`src/rtl/btn_evt_pkg.sv`:
```
// rtl/btn_evt_pkg.sv - shared types and helpers for the button event controller
package btn_evt_pkg;

  localparam int SYNC_STAGES = 2;
  localparam int MAX_IDX_W   = 4;

  typedef struct packed {
    logic [MAX_IDX_W-1:0] idx;
    logic                 press;
  } btn_evt_t;

  // Index width that never collapses to zero bits.
  function automatic int idx_width(input int n);
    return (n > 1) ? $clog2(n) : 1;
  endfunction

endpackage

```
`src/rtl/sample_tick_gen.sv`:
```
// rtl/sample_tick_gen.sv - one-cycle sample strobe every TICK_PERIOD clocks
module sample_tick_gen #(
  parameter int TICK_PERIOD = 6250000
) (
  input  logic i_clk,
  input  logic i_rst,
  output logic o_tick
);

  localparam int CW = $clog2(TICK_PERIOD);

  logic [CW-1:0] cnt;

  always_ff @(posedge i_clk or posedge i_rst) begin
    if (i_rst) begin
      cnt <= '0;
    end else if (o_tick) begin
      cnt <= '0;
    end else begin
      cnt <= cnt + CW'(1);
    end
  end

  assign o_tick = (cnt == CW'(TICK_PERIOD - 1));

endmodule

```
`src/rtl/btn_event_ctrl.sv`:
```
// rtl/btn_event_ctrl.sv - debounced button levels with round-robin press/release event stream
module btn_event_ctrl
  import btn_evt_pkg::*;
#(
  parameter  int NUM_BTNS     = 4,
  parameter  int TICK_PERIOD  = 6250000,
  parameter  int STABLE_TICKS = 4,
  localparam int IDX_W        = idx_width(NUM_BTNS)
) (
  input  logic                i_clk,
  input  logic                i_rst,
  input  logic [NUM_BTNS-1:0] i_btn,
  input  logic                i_evt_ready,
  output logic [NUM_BTNS-1:0] o_btn_level,
  output logic                o_evt_valid,
  output logic [IDX_W-1:0]    o_evt_idx,
  output logic                o_evt_press,
  output logic                o_tick,
  output logic                o_drop
);

  localparam int CNT_W = (STABLE_TICKS > 1) ? $clog2(STABLE_TICKS) : 1;

  logic                                 tick;
  logic [SYNC_STAGES-1:0][NUM_BTNS-1:0] sync_pipe;
  logic [NUM_BTNS-1:0]                  sync;
  logic [NUM_BTNS-1:0]                  level;
  logic [NUM_BTNS-1:0]                  flip;
  logic [NUM_BTNS-1:0]                  press_p, rel_p, pend;
  logic [NUM_BTNS-1:0]                  set_press, set_rel;
  logic [NUM_BTNS-1:0]                  gnt_mask, gnt_press_mask, gnt_rel_mask;
  logic [IDX_W-1:0]                     rr_ptr, gnt_idx, rr_next;
  logic [IDX_W:0]                       scan_idx;
  logic                                 gnt_found, gnt_press, slot_free, grant;
  logic                                 evt_valid, drop;
  btn_evt_t                             evt_q;
  logic                                 unused_evt_bits;

  sample_tick_gen #(.TICK_PERIOD(TICK_PERIOD)) u_tick (
    .i_clk (i_clk),
    .i_rst (i_rst),
    .o_tick(tick)
  );

  always_ff @(posedge i_clk or posedge i_rst) begin
    if (i_rst) begin
      sync_pipe <= '0;
    end else begin
      sync_pipe <= {sync_pipe[SYNC_STAGES-2:0], i_btn};
    end
  end

  assign sync = sync_pipe[SYNC_STAGES-1];

  for (genvar i = 0; i < NUM_BTNS; i++) begin : g_btn
    logic [CNT_W-1:0] cnt;

    assign flip[i] = tick && (sync[i] != level[i]) && (cnt == CNT_W'(STABLE_TICKS - 1));

    always_ff @(posedge i_clk or posedge i_rst) begin
      if (i_rst) begin
        cnt <= '0;
      end else if (tick) begin
        if ((sync[i] == level[i]) || flip[i]) begin
          cnt <= '0;
        end else begin
          cnt <= cnt + CNT_W'(1);
        end
      end
    end
  end

  // A flip raises the pending bit matching the new level.
  assign set_press = flip & ~level;
  assign set_rel   = flip & level;
  assign pend      = press_p | rel_p;
  assign slot_free = !evt_valid || i_evt_ready;

  always_comb begin
    gnt_found = 1'b0;
    gnt_idx   = '0;
    scan_idx  = '0;
    for (int k = 0; k < NUM_BTNS; k++) begin
      scan_idx = {1'b0, rr_ptr} + (IDX_W+1)'(k);
      if (scan_idx >= (IDX_W+1)'(NUM_BTNS)) begin
        scan_idx = scan_idx - (IDX_W+1)'(NUM_BTNS);
      end
      if (!gnt_found && pend[scan_idx[IDX_W-1:0]]) begin
        gnt_found = 1'b1;
        gnt_idx   = scan_idx[IDX_W-1:0];
      end
    end
  end

  // With both edges pending, the current level tells which happened first.
  assign gnt_press      = press_p[gnt_idx] && (!rel_p[gnt_idx] || !level[gnt_idx]);
  assign grant          = slot_free && gnt_found;
  assign gnt_mask       = grant ? (NUM_BTNS'(1) << gnt_idx) : '0;
  assign gnt_press_mask = gnt_press ? gnt_mask : '0;
  assign gnt_rel_mask   = gnt_press ? '0 : gnt_mask;
  assign rr_next        = (gnt_idx == IDX_W'(NUM_BTNS - 1)) ? '0 : gnt_idx + IDX_W'(1);

  always_ff @(posedge i_clk or posedge i_rst) begin
    if (i_rst) begin
      level   <= '0;
      press_p <= '0;
      rel_p   <= '0;
      drop    <= 1'b0;
    end else begin
      level   <= level ^ flip;
      press_p <= (press_p & ~gnt_press_mask) | set_press;
      rel_p   <= (rel_p & ~gnt_rel_mask) | set_rel;
      if (|(set_press & press_p & ~gnt_press_mask) || |(set_rel & rel_p & ~gnt_rel_mask)) begin
        drop <= 1'b1;
      end
    end
  end

  always_ff @(posedge i_clk or posedge i_rst) begin
    if (i_rst) begin
      evt_valid <= 1'b0;
      evt_q     <= '0;
      rr_ptr    <= '0;
    end else if (slot_free) begin
      evt_valid <= gnt_found;
      if (gnt_found) begin
        evt_q.idx   <= MAX_IDX_W'(gnt_idx);
        evt_q.press <= gnt_press;
        rr_ptr      <= rr_next;
      end
    end
  end

  assign unused_evt_bits = ^evt_q.idx;

  assign o_btn_level = level;
  assign o_evt_valid = evt_valid;
  assign o_evt_idx   = evt_q.idx[IDX_W-1:0];
  assign o_evt_press = evt_q.press;
  assign o_tick      = tick;
  assign o_drop      = drop;

endmodule
```
`config.mk`:
```
export PLATFORM = sky130hd
export DESIGN_NAME = btn_event_ctrl
export DESIGN_NICKNAME = d
export VERILOG_FILES = /design/src/rtl/btn_evt_pkg.sv /design/src/rtl/sample_tick_gen.sv /design/src/rtl/btn_event_ctrl.sv
export SDC_FILE = /design/constraint.sdc
export NUM_CORES = 1
export LEC_CHECK = 0
export ABC_AREA = 0
export BUFFER_PORTS_ARGS = -buffer_cell sky130_fd_sc_hd__clkbuf_2
export CORE_ASPECT_RATIO = 1.75
export CORE_UTILIZATION = 60
export CTS_BUF_LIST = sky130_fd_sc_hd__clkbuf_16
export CTS_CLUSTER_SIZE = 12
export DETAILED_ROUTE_END_ITERATION = 10
export HOLD_SLACK_MARGIN = 0.06
export PLACE_DENSITY = 0.79
export SYNTH_ARGS = -nofsm -noshare
export SYNTH_HDL_FRONTEND = slang
export SYNTH_SLANG_ARGS = --single-unit
```
`constraint.sdc`:
```
create_clock -name i_clk -period 3 [get_ports i_clk]
set_input_delay 0.6 -clock i_clk [delete_from_list [all_inputs] [get_ports i_clk]]
set_output_delay 0.6 -clock i_clk [all_outputs]
set_load 0.01 [all_outputs]
```
After elaboration in Yosys (flattened, before gate mapping)
Index checks and enable logic that the tools add are counted.

Flip-flop bits (word level): 58. Output and inout bits: 10. Word-level logic and storage cells: 131.

Shifts and indexed selects: 1. Bitwise operators: 15. Equal/unequal tests: 14. Reduce and logical (&&, ||, !) cells: 29. Order comparisons: 9. Mux-type cells: 35. Add/subtract/negate cells: 13.

Operator list (count): 4-bit AND (8); 2-bit two-way mux (13); 23-bit by 1-bit adder with 23-bit output, second input constant (1); 23-bit equality test, second input constant (1); 23-bit two-way mux (1); 2-bit by 3-bit less-than comparator with 1-bit output, second input constant (5); 1-bit binary-select mux with 2-bit select (7); 1-bit logical AND (13); 4-bit two-way mux (3); 4-bit inverter (3); 4-bit bitwise OR (3); 1-bit two-way mux (11); 2-bit by 1-bit adder with 2-bit output, second input constant (5); 2-bit equality test, second input constant (5); 3-bit >= comparator, second input constant (3); 4-bit OR reduction (2); 2-bit by 1-bit subtractor with 2-bit output, second input constant (4); 1-bit logical OR (7); 2-bit by 2-bit adder with 3-bit output, second input constant (2); 1-bit zero test (6); 1-bit equality test (4); 1-bit != test (4); 1-bit by 2-bit left shift with 4-bit output, first input constant (1); 4-bit XOR (1); 3 further kinds (3).

Logic depth before layout (Yosys ltp)
Word-level depth: 24. Mapped depth: 12.

Cells and area by module
From an unflattened synthesis, not the netlist that was laid out.

Cell total of the unflattened synthesis: 294. Area total of the unflattened synthesis: 3036.7 sq um.

Modules (own cells, without submodules): btn_event_ctrl (cells each 189, sequential area each 875.8 sq um, times used 1, area each 1940.6 sq um); sample_tick_gen (cells each 105, sequential area each 575.6 sq um, times used 1, area each 1096.1 sq um).

Worst setup path after synthesis
No wires, ideal clock.

Kind: register -> register. Start point: register u_tick.cnt[0]. End point: register drop, in the netlist o_drop. Path slack: 669 ps. Data arrival time: 2261 ps. Cell stages (with the launch flop): 12. Buffers on the path: 0. Period minus slack after synthesis: 2331 ps. Cells stage by stage: dfrtp_1 ha_1 nand3_1 nor4_1 nand4b_1 nor3_1 and3b_1 ha_1 nand2_1 and2_1 o22a_1 nand4_1.

Cells in the longest elaborated chain, start to end: 8. Elaborated cells between the ends (all ways): 18. Classes of those cells: eq/ne: 1; bitwise: 6; reduce/logical: 11.

RTL lines: start, declared (line sample_tick_gen.sv:12) `logic [CW-1:0] cnt;`; start signal, assigned (line sample_tick_gen.sv:20) `cnt <= cnt + CW'(1);`; 23-bit equality test * (line sample_tick_gen.sv:24) `assign o_tick = (cnt == CW'(TICK_PERIOD - 1));`; net o_tick (line btn_event_ctrl.sv:18) `output logic o_tick,`; 1-bit logical AND (2 in series) (line btn_event_ctrl.sv:58) `assign flip[i] = tick && (sync[i] != level[i]) && (cnt == CNT_W'(STABLE_TICKS - 1));`; 4-bit AND (on tied branches) (line btn_event_ctrl.sv:74, btn_event_ctrl.sv:75); 4-bit AND (2 in series) (line btn_event_ctrl.sv:113) `if (|(set_press & press_p & ~gnt_press_mask) || |(set_rel & rel_p & ~gnt_rel_mask)) begin`; 4-bit OR reduction (line btn_event_ctrl.sv:113); 1-bit logical OR * (line btn_event_ctrl.sv:113); end signal, assigned (line btn_event_ctrl.sv:108) `drop <= 1'b0;`; end signal, assigned (line btn_event_ctrl.sv:114) `drop <= 1'b1;`; end, declared (line btn_event_ctrl.sv:35) `logic evt_valid, drop;`.

Mark *: on every way through the listed nets, which the timed path passes. The rest lies on a longest branch. A chain may end at the register's enable or synchronous reset.

Final worst setup path
Start point: register u_tick.cnt[0]. End point: register drop, in the netlist o_drop.

Cells in the longest elaborated chain, start to end: 8. Elaborated cells between the ends (all ways): 18. Classes of those cells: eq/ne: 1; bitwise: 6; reduce/logical: 11.

RTL lines (line): 23-bit equality test * (sample_tick_gen.sv:24); 1-bit logical AND (2 in series) (btn_event_ctrl.sv:58); 4-bit AND (on tied branches) (btn_event_ctrl.sv:74, btn_event_ctrl.sv:75); 4-bit AND (2 in series) (btn_event_ctrl.sv:113); 4-bit OR reduction (btn_event_ctrl.sv:113); 1-bit logical OR * (btn_event_ctrl.sv:113).

Every way passes the cells marked *; elsewhere a longest branch is shown, timed or not.

==> flow_metrics.env <==
export IMPL_area_growth_synth_to_final_pct=14.8
export IMPL_worstPathArrival_ns=2.86
export IMPL_post_drt_wl_per_cell_um=16.1
export IMPL_setup_violations=0
export IMPL_routed_via_count=2198
export IMPL_fp_dieW_um=54.6
export IMPL_hp_class="input pin to async pin"
export IMPL_path_class="flop to flop"
export IMPL_powerDensity_nw_per_um2=672
export IMPL_syn_inst=288
export IMPL_io_pins=17
export IMPL_timing_final_ws_setup_ns=0.391
export IMPL_grt_use_total_pct=27.5
export IMPL_ctsLongestPathBuffers=2
export IMPL_gp_congestion=0.790
export IMPL_dp_hpwl_um=4200
export IMPL_vdd_drop_max_uv=580
export IMPL_cts_resized_gates=0
export IMPL_r2r_slack_ns=0.39
export IMPL_p_leak_nw=1.74
export IMPL_worst_ep_required_time_ns=3.25
export IMPL_max_freq_mhz=383
export IMPL_combPwrFrac_pct=18.3
export IMPL_clk_latency_ns=0.32
export IMPL_cts_buffers=9
export IMPL_grt_max_degree=36
export IMPL_status="complete, no violations"
export IMPL_synthMostInstantiatedCell="dfrtp_1"
export IMPL_post_route_period_util_pct=87.0
export IMPL_synth_edf_count=0
export IMPL_synth_area_leaders="dfrtp_1 50%, ha_1 7.3%, nand2_1 4.5%"
export IMPL_worst_pin_slew_ns=0.475
export IMPL_fill_cells=347
export IMPL_register_area_um2=1450
export IMPL_core_area_um2=4670
export IMPL_syn_num_nets=312
export IMPL_yosysSeqAreaShare_pct=49.9
export IMPL_min_period_ns=2.61
export IMPL_root_buffer="clkbuf_16"
export IMPL_cts_sinks=58
export IMPL_clock_skew_final_ns=0.00664
export IMPL_dp_slack_ns=0.521
export IMPL_dr_pass1_iters=4
export IMPL_slew_viol_final=0
export IMPL_die_y_um=94.1
export IMPL_synth_common_cells="58 x dfrtp_1, 35 x nand2_1, 25 x nor2_1"
export IMPL_antenna_found_initial=0
export IMPL_design_die_area_um2=5140
export IMPL_diodes=0
export IMPL_synth_warnings=0
export IMPL_multiInputGateArea_um2=1360
export IMPL_cts_tree="built"
export IMPL_avgSynthCellArea_um2=10.1
export IMPL_synth_seq_cells=58
export IMPL_hold_viol_final=0
export IMPL_critPathLaunchType="flop"
export IMPL_yosys_area_top_type="dfrtp_1"
export IMPL_start_util_pct=62.3
export IMPL_max_cap_violations=0
export IMPL_synth_cell_types=44
export IMPL_clkPwrFrac_pct=42.1
export IMPL_drt_initial_drc_count=44
export IMPL_fin_nets=339
export IMPL_rsz0062_at_grt="no"
export IMPL_rows=33
export IMPL_htreeDepth=3
export IMPL_grt_overflow=0
export IMPL_ys_flop_type="dfrtp_1"
export IMPL_max_slew_margin_pct=68.3
export IMPL_syn_area_um2=2910
export IMPL_drcViolationCount=0
export IMPL_ant_nets=0
export IMPL_drt_wl_total_um=5990
export IMPL_grt_pass1_vias=2305
export IMPL_cts_setup_buffers=0
export IMPL_swShare_pct=27.5
export IMPL_hold_slack_ns=0.301
export IMPL_postCtsHoldBufs=0
export IMPL_async_flop_share_pct=100
export IMPL_tns_ns=0
export IMPL_routed_via_density=5.91
export IMPL_switchingPower_mw=0.618
export IMPL_grt_pass1_wl_um=9800
export IMPL_synth_top_area_share_pct=49.9
export IMPL_worst_setup_path_end_kind="flop"
export IMPL_port_buffers=16
export IMPL_p_int_mw=1.63
export IMPL_pwr_share_seq_pct=39.5
export IMPL_clk_pin_slew_ns=0.05
export IMPL_path_max_fanout=5
export IMPL_layout_drive_gt1_share_pct=12.2
## through the flow
step	power, mW	utilization [%]	instance area (µm²)	std cells
after floorplan	1.21	-	2910	288
after global placement	1.30	65.6	3060	356
after detailed placement	1.30	65.6	3060	356
after CTS	2.27	71.6	3340	372
after global routing	2.35	71.6	3340	372
final	2.25	71.6	3340	372
## sequential cells by signal (all words and copies together) (netlist names), 2 cells and up
signal       count
o_btn_level      4
u_tick.cnt      23
rel_p            4
rr_ptr           2
g_btn.cnt        8
press_p          4
o_evt_idx        2
sync_pipe        4
sync             4
## worst max-delay path, cell delays in order (launching register included)
cell and delay (ns):
dfrtp_1 0.38, ha_1 0.21, nand3_1 0.15, nor4_1 0.19
nand4b_1 0.18, nor3_1 0.24, buf_4 0.19, and3b_1 0.18
ha_1 0.19, nand2_1 0.08, nand3_1 0.10, mux2i_1 0.12
o22a_1 0.25, nand4_1 0.09
## final timing paths
| check | from | to | cells after the start |
|---|---|---|---|
| worst max-delay path | u_tick.cnt[0] | o_drop | 13 |
| worst min-delay path | i_rst | u_tick.cnt[6] | 3 |
| worst max register to register | u_tick.cnt[0] | o_drop | 13 |
| worst min register to register | sync_pipe[3] | sync[3] | 0 |
| max in group asynchronous | i_rst | sync[3] | 3 |
| min in group i_clk | sync_pipe[3] | sync[3] | 0 |
## cell usage in the layout (no fill, tap or decap), drive strengths merged, types with 2 or more instances in the layout
master   n
a21o     8
a21oi    4
a31oi    3
and2     4
and3     2
and3b    4
and4     3
buf      6
clkbuf  25
clkinv   3
dfrtp   58
ha      17
inv     20
mux2     3
mux2i    2
nand2   35
nand2b   2
nand3   22
nand4    5
nand4b   2
nor2    25
nor2b    2
nor3     5
nor4     7
o21a     2
o21ai    8
o22a     2
or2      2
or3      3
xnor2   10
xor2    14
## power groups by stage
stage	logic (mW)	clock network (mW)	registers, mW
floorplan	0.321	0	0.888
global placement	0.402	0	0.898
detailed placement	0.405	0	0.899
CTS	0.409	0.971	0.887
global route	0.457	1.00	0.895
finish	0.412	0.946	0.888
## per-layer routing
metal | up-vias | share of wire (%) | global-route usage, %
li1 | 1051 | - | -
met1 | 1070 | 35 | 24.7
met2 | 53 | 57 | 49.0
met3 | 24 | 2.8 | 8.09
met4 | 0 | 4.3 | 17.7
met5 | - | 0 | 0
## area by class of cell
type / instances / share of cell area [%]
clock buffer: 9 / 6.74
clock inverter: 7 / 1.61
inverter: 17 / 1.91
multi-input combinational: 207 / 40.6
sequential: 58 / 43.4
tap: 52 / 1.95
timing repair buffer: 22 / 3.75
## logic make-up (layout without fill, tap and decap cells)
logic type / count (synthesis) / count (layout) / synth area share (%)
flip-flops: 58 / 58 / 49.9
buffers and inverters: 23 / 55 / 3.48
AND/OR/NAND/NOR: 125 / 125 / 21.7
AO/OA/AOI/OAI: 36 / 36 / 8.56
adder cells (fa/ha/maj): 17 / 17 / 7.31
XOR/XNOR: 24 / 24 / 7.23
multiplexers: 5 / 5 / 1.85
Note: power is estimated with default switching activity, not from simulation.
